[config.mk]
export PLATFORM = sky130hd
export DESIGN_NAME = clk_div_meter_flat
export DESIGN_NICKNAME = d
export VERILOG_FILES = /design/src/rtl/clk_meas_pkg.sv /design/src/rtl/clk_div_meter_if.sv /design/src/rtl/sync_edge_det.sv /design/src/rtl/clk_div_meter.sv /design/src/flat_wrapper.sv
export SDC_FILE = /design/constraint.sdc
export NUM_CORES = 1
export LEC_CHECK = 0
export ABC_AREA = 0
export CELL_PAD_IN_SITES_DETAIL_PLACEMENT = 1
export CELL_PAD_IN_SITES_GLOBAL_PLACEMENT = 2
export CORE_ASPECT_RATIO = 1.4
export CORE_MARGIN = 5
export CORE_UTILIZATION = 35
export CTS_BUF_LIST = sky130_fd_sc_hd__clkbuf_8
export DETAILED_ROUTE_END_ITERATION = 10
export PLACE_DENSITY_LB_ADDON = 0.1
export SLEW_MARGIN = 20
export SYNTH_ARGS = -nofsm -noshare
export SYNTH_HDL_FRONTEND = slang
export SYNTH_SLANG_ARGS = --single-unit
[constraint.sdc]
create_clock -name clk -period 5.7 [get_ports clk]
set_input_delay 1.425 -clock clk [delete_from_list [all_inputs] [get_ports clk]]
set_output_delay 1.425 -clock clk [all_outputs]
set_load 0.05 [all_outputs]
[src/rtl/clk_meas_pkg.sv]
// Shared definitions for the slow-clock period/high-time meter.
package clk_meas_pkg;

  localparam int CNT_W_DEF = 27;
  localparam logic [26:0] TIMEOUT_DEF = 27'd100_000_000;

  typedef enum logic [1:0] {
    IDLE      = 2'd0,
    WAIT_RISE = 2'd1,
    HIGH      = 2'd2,
    LOW       = 2'd3
  } meter_state_e;

endpackage

[src/rtl/clk_div_meter_if.sv]
// Bundle of meter controls and measurement results, plus debug visibility.
interface clk_div_meter_if
  import clk_meas_pkg::*;
#(
  parameter int CNT_W = CNT_W_DEF
) ();
  // Handshake: valid is a one-cycle strobe with no ready; period/high_time are
  // stable from the valid cycle until the next valid, so a consumer may latch
  // them on valid or read them at any later time.
  logic             en;
  logic             sig_in;
  logic [CNT_W-1:0] period;
  logic [CNT_W-1:0] high_time;
  logic             valid;
  logic             stalled;
  meter_state_e     state;
  logic             sig_sync;

  modport master (
    input  en, sig_in,
    output period, high_time, valid, stalled, state, sig_sync
  );

  modport slave (
    output en, sig_in,
    input  period, high_time, valid, stalled, state, sig_sync
  );
endinterface

[src/rtl/sync_edge_det.sv]
// Multi-flop synchronizer with registered-copy edge detection.
module sync_edge_det #(
  parameter int SYNC_STAGES = 2
) (
  input  logic clk,
  input  logic rst,
  input  logic async_in,
  output logic sync_out,
  output logic rise,
  output logic fall
);

  logic [SYNC_STAGES-1:0] sync_q;
  logic                   s_d;

  always_ff @(posedge clk or negedge rst) begin
    if (!rst) begin
      sync_q <= '0;
      s_d    <= 1'b0;
    end else begin
      sync_q <= {sync_q[SYNC_STAGES-2:0], async_in};
      s_d    <= sync_q[SYNC_STAGES-1];
    end
  end

  assign sync_out = sync_q[SYNC_STAGES-1];
  assign rise     = sync_out & ~s_d;
  assign fall     = ~sync_out & s_d;

endmodule

[src/rtl/clk_div_meter.sv]
// Measures period and high time of an asynchronous slow signal in clk cycles,
// publishing one result per input cycle and flagging a stalled input.
module clk_div_meter
  import clk_meas_pkg::*;
#(
  parameter int               CNT_W       = CNT_W_DEF,
  parameter logic [CNT_W-1:0] TIMEOUT     = CNT_W'(TIMEOUT_DEF),
  parameter int               SYNC_STAGES = 2
) (
  input  logic           clk,
  input  logic           rst,
  clk_div_meter_if.master bus
);

  meter_state_e     state, state_nxt;
  logic [CNT_W-1:0] cnt, cnt_nxt;
  logic [CNT_W-1:0] hi_cnt, hi_cnt_nxt;
  logic [CNT_W-1:0] period, period_nxt;
  logic [CNT_W-1:0] high_time, high_time_nxt;
  logic             valid, valid_nxt;
  logic             stalled, stalled_nxt;
  logic             sig_sync, rise, fall;
  logic             timed_out;

  sync_edge_det #(
    .SYNC_STAGES (SYNC_STAGES)
  ) u_sync (
    .clk      (clk),
    .rst      (rst),
    .async_in (bus.sig_in),
    .sync_out (sig_sync),
    .rise     (rise),
    .fall     (fall)
  );

  assign timed_out = (cnt == TIMEOUT);

  always_ff @(posedge clk or negedge rst) begin
    if (!rst) begin
      state     <= IDLE;
      cnt       <= '0;
      hi_cnt    <= '0;
      period    <= '0;
      high_time <= '0;
      valid     <= 1'b0;
      stalled   <= 1'b0;
    end else begin
      state     <= state_nxt;
      cnt       <= cnt_nxt;
      hi_cnt    <= hi_cnt_nxt;
      period    <= period_nxt;
      high_time <= high_time_nxt;
      valid     <= valid_nxt;
      stalled   <= stalled_nxt;
    end
  end

  always_comb begin
    state_nxt     = state;
    cnt_nxt       = cnt + 1'b1;
    hi_cnt_nxt    = hi_cnt;
    period_nxt    = period;
    high_time_nxt = high_time;
    valid_nxt     = 1'b0;
    stalled_nxt   = stalled;

    if (!bus.en) begin
      state_nxt = IDLE;
      cnt_nxt   = '0;
    end else begin
      unique case (state)
        IDLE: begin
          state_nxt = WAIT_RISE;
          cnt_nxt   = '0;
        end
        WAIT_RISE: begin
          if (rise) begin
            state_nxt = HIGH;
            cnt_nxt   = '0;
          end else if (timed_out) begin
            stalled_nxt = 1'b1;
            cnt_nxt     = '0;
          end
        end
        HIGH: begin
          if (fall) begin
            state_nxt  = LOW;
            hi_cnt_nxt = cnt + 1'b1;
          end else if (timed_out) begin
            state_nxt   = WAIT_RISE;
            stalled_nxt = 1'b1;
            cnt_nxt     = '0;
          end
        end
        LOW: begin
          // A rise closes the current cycle and opens the next one.
          if (rise) begin
            state_nxt     = HIGH;
            cnt_nxt       = '0;
            period_nxt    = cnt + 1'b1;
            high_time_nxt = hi_cnt;
            valid_nxt     = 1'b1;
            stalled_nxt   = 1'b0;
          end else if (timed_out) begin
            state_nxt   = WAIT_RISE;
            stalled_nxt = 1'b1;
            cnt_nxt     = '0;
          end
        end
        default: state_nxt = IDLE;
      endcase
    end
  end

  assign bus.period    = period;
  assign bus.high_time = high_time;
  assign bus.valid     = valid;
  assign bus.stalled   = stalled;
  assign bus.state     = state;
  assign bus.sig_sync  = sig_sync;

endmodule

[src/flat_wrapper.sv]
// flat-port wrapper written by rule: the top's interface ports become plain ports
module clk_div_meter_flat import clk_meas_pkg::*;
#(
  parameter int               CNT_W       = CNT_W_DEF,
  parameter logic [CNT_W-1:0] TIMEOUT     = CNT_W'(TIMEOUT_DEF),
  parameter int               SYNC_STAGES = 2
)
  (clk, rst, bus_en, bus_sig_in, bus_period, bus_high_time, bus_valid, bus_stalled, bus_state, bus_sig_sync);
  clk_div_meter_if #(.CNT_W(CNT_W)) bus_i ();
  input  logic clk;
  input  logic rst;
  input wire logic [$bits(bus_i.en)-1:0] bus_en;
  input wire logic [$bits(bus_i.sig_in)-1:0] bus_sig_in;
  output wire logic [$bits(bus_i.period)-1:0] bus_period;
  output wire logic [$bits(bus_i.high_time)-1:0] bus_high_time;
  output wire logic [$bits(bus_i.valid)-1:0] bus_valid;
  output wire logic [$bits(bus_i.stalled)-1:0] bus_stalled;
  output wire logic [$bits(bus_i.state)-1:0] bus_state;
  output wire logic [$bits(bus_i.sig_sync)-1:0] bus_sig_sync;
  assign bus_i.en = bus_en;
  assign bus_i.sig_in = bus_sig_in;
  assign bus_period = bus_i.period;
  assign bus_high_time = bus_i.high_time;
  assign bus_valid = bus_i.valid;
  assign bus_stalled = bus_i.stalled;
  assign bus_state = bus_i.state;
  assign bus_sig_sync = bus_i.sig_sync;
  clk_div_meter #(.CNT_W(CNT_W), .TIMEOUT(TIMEOUT), .SYNC_STAGES(SYNC_STAGES)) u_core (.clk(clk), .rst(rst), .bus(bus_i));
endmodule
==> flow_summary.json <==
{
  "relSlewSlack_pct": 43.5,
  "drcViolationCount": 0,
  "fp.dieH_um": 145,
  "synth-simple-area-share_pct": 14.5,
  "run_status": "completed",
  "initial_core_util_pct": 35.5,
  "viasPerCell": 4.91,
  "synthesis.instances": 390,
  "synth_cell_types": 31,
  "numCtsBuffers": 17,
  "period_share_pct": 54.8,
  "wl_um": 10000,
  "grt_pass1_vias": 3376,
  "final-hold-violation-count": 0,
  "worstPathArrival_ns": 1.70,
  "timing.max_cap.violations": 0,
  "regArea_um2": 2880,
  "cts_setup_buffers": 0,
  "multiInputGateArea_um2": 1570,
  "tns_ns": 0,
  "utilization_pct": 44.7,
  "gp_congestion": 0.756,
  "dieArea_um2": 15300,
  "final.min_clock_period_ns": 3.13,
  "synth-compound-area-share_pct": 6.69,
  "ctsHtreeMaxLevel": 4,
  "cts_buffer_depth": 2,
  "grt_max_degree": 84,
  "ys_ff_latch": 115,
  "path_buf_inv": 1,
  "n_fill_cell": 1386,
  "hp-class": "reg -> reg",
  "worstMarginPinSlew_ns": 0.847,
  "hold_buffers": 0,
  "post_cts_resized": 0,
  "post_synth.cell_area_avg_um2": 11.6,
  "yosysWarnings": 0,
  "root_buffer": "clkbuf_8",
  "core-area_um2": 12800,
  "criticalPathCategory": "reg -> out",
  "ios": 63,
  "slowest_delay_ns": 0.84,
  "drive_above_1_share_pct": 14.4,
  "switching_share_pct": 30.2,
  "clock-sinks": 115,
  "muxShareOfSynthArea_pct": 7.71,
  "cp.required_ns": 4.28,
  "busiest_layer": "met2",
  "synthXorXnorAreaFrac_pct": 4.84,
  "via_count": 3071,
  "crit_chain": "clkdlybuf4s50_1",
  "p_clk_share_pct": 35.9,
  "clkSlewWorstSetupHoldPaths_ns": 0.07,
  "grt_use_met3_pct": 4.06,
  "use_met2_pct": 25.5,
  "grt_usage_pct": 14.6,
  "p_switching_mw": 0.637,
  "crit_slowest_cell": "clkdlybuf4s50_1",
  "p_seq_share_pct": 45.4,
  "overflow": 0,
  "rows": 49,
  "crit_family": "buffers and inverters",
  "power_leakage_nw": 2.56,
  "clk_latency_ns": 0.43,
  "setup_viol": 0,
  "antenna_left": 0,
  "crit_path_end_kind": "primary output",
  "drt-initial-drc-count": 71,
  "syn-num-nets": 396,
  "ys_seq_area_share_pct": 63.6,
  "antenna_found_initial": 0,
  "finalClockSkew_ns": 0.0119,
  "slew_violations": 0,
  "diodes": 0,
  "clock.fmax_mhz": 320,
  "area_growth_pct": 25.8,
  "combPwrFrac_pct": 18.7,
  "synthAdderAreaFrac_pct": 0.553,
  "ir_drop_v": 0.000151,
  "cts_tree": "done",
  "critPathMaxFanout": 6,
  "grt_pass1_wl_um": 17500,
  "rsz0062_at_grt": "no",
  "p_int_mw": 1.48,
  "grt_util_met1_pct": 16.9,
  "syn_area_um2": 4530,
  "nets": 465,
  "synth_top_family_by_area": "simple AND/OR/NAND/NOR gates",
  "startpoint_type": "flip-flop",
  "portBuffers": 62,
  "power.density_nw_per_um2": 371,
  "wl_per_cell_um": 16.0,
  "hpwlAfterDp_um": 6580,
  "first_pass_iters": 4,
  "die_width_um": 106
}
==> per-stage QoR <==
stage                     setup WS (ns)  power, mW  hold slack, ns  cells  cell area [um^2]
final                              2.57       2.11           0.361    625              5700
after global routing               2.51       2.23           0.376    625              5700
after CTS                          2.54       2.15           0.362    625              5690
after detailed placement           2.14       1.38           0.346    593              5300
after global placement             2.20       1.37           0.334    593              5300
after floorplan                    3.09       1.23           0.331    390              4530
==> cells in the final DEF (no fill, tap or decap), types with 2 or more instances in the layout <==
master           instances
and2_1                   2
buf_4                    3
nor2b_1                  2
nand4_1                 12
nor2_4                   2
nor4_1                   2
clkbuf_8                18
mux2_2                  31
dfrtp_1                115
clkinv_2                 4
nor3_1                   2
bufinv_16                3
xor2_1                  18
nand2_1                 12
and4_1                   4
nor2_1                  82
clkdlybuf4s50_1         61
nor4b_1                  2
clkinvlp_4               3
nand3_1                  9
a21oi_1                 50
or3_1                    2
ha_1                     2
inv_1                   10
and3_1                   4
xnor2_1                  7
==> Yosys cell counts, drive strengths merged <==
cell type  instances  area [um^2]
a31oi              2         27.5
o2111ai            1         8.76
nand3              9         45.0
dfrtp            115         2880
inv                6         22.5
xor2              18          158
nor4               2         12.5
xnor2              7         61.3
and4               4         35.0
ha                 2         25.0
a21oi             50          250
and3b              1         8.76
buf                6         42.5
and2               2         12.5
nor2              84          315
nand2             12         45.0
or3                3         23.8
a41oi              1         8.76
nor4b              2         17.5
nand4             12         75.1
nor3               3         20.0
nor2b              2         12.5
nand2b             1         6.26
clkbuf             9         33.8
mux2              31          349
a21o               1         7.51
and3               4         25.0
==> state kept, by name (all words and copies together), names as in the netlist <==
signal / flops
u_core.bus.high_time: 27
u_core.bus.period: 27
u_core.cnt: 27
u_core.hi_cnt: 27
u_core.bus.state: 2
u_core.u_sync.sync_q: 2
u_core.bus.stalled: 1
u_core.bus.valid: 1
u_core.u_sync.s_d: 1
==> cell families (layout without fill, tap and decap cells) <==
family,after synthesis,in the layout
xor+xnor,25,25
buf+inv,21,103
simple gates,141,141
mux,31,31
fa+ha+maj,2,2
flops,115,115
compound gates,55,55
==> power groups by stage <==
stage / combinational, mW / sequential [mW] / clock, mW
6_report: 0.396 / 0.959 / 0.759
5_1_grt: 0.425 / 0.973 / 0.827
4_1_cts: 0.403 / 0.962 / 0.785
3_5_place_dp: 0.402 / 0.976 / 0
3_3_place_gp: 0.395 / 0.975 / 0
2_1_floorplan: 0.0915 / 1.14 / 0
==> per-layer routing <==
| metal | share of wire [%] | wire length [um] | vias to the layer above |
|---|---|---|---|
| li1 | - | - | 1463 |
| met1 | 42 | 4260 | 1553 |
| met2 | 53 | 5340 | 46 |
| met3 | 2.8 | 285 | 9 |
| met4 | 1.4 | 138 | 0 |
| met5 | 0 | 0 | - |
==> worst paths after layout <==
check / startpoint / endpoint / slack, ns / cells past startpoint
min reg2reg: u_core.u_sync.sync_q[0]$_DFF_PN0_ / u_core.u_sync.sync_q[1]$_DFF_PN0_ / 0.36 / 0
min: u_core.u_sync.sync_q[0]$_DFF_PN0_ / u_core.u_sync.sync_q[1]$_DFF_PN0_ / 0.36 / 0
min in group asynchronous: rst / u_core.hi_cnt[2]$_DFFE_PN0P_ / 1.06 / 1
max: u_core.bus.state[1]$_DFFE_PN0P_ / bus_state[1] / 2.57 / 1
max reg2reg: u_core.cnt[0]$_DFF_PN0_ / u_core.cnt[15]$_DFF_PN0_ / 3.21 / 7
max in group asynchronous: rst / u_core.cnt[1]$_DFF_PN0_ / 3.69 / 2
==> area by class of cell <==
| type | instances | share of cell area [%] |
|---|---|---|
| Clock buffer | 18 | 4.35 |
| Clock inverter | 14 | 2.59 |
| Inverter | 6 | 0.395 |
| Multi-Input combinational cell | 254 | 27.5 |
| Sequential cell | 115 | 50.5 |
| Tap cell | 153 | 3.36 |
| Timing Repair Buffer | 65 | 11.3 |
Power figures use the tool's default switching activity.
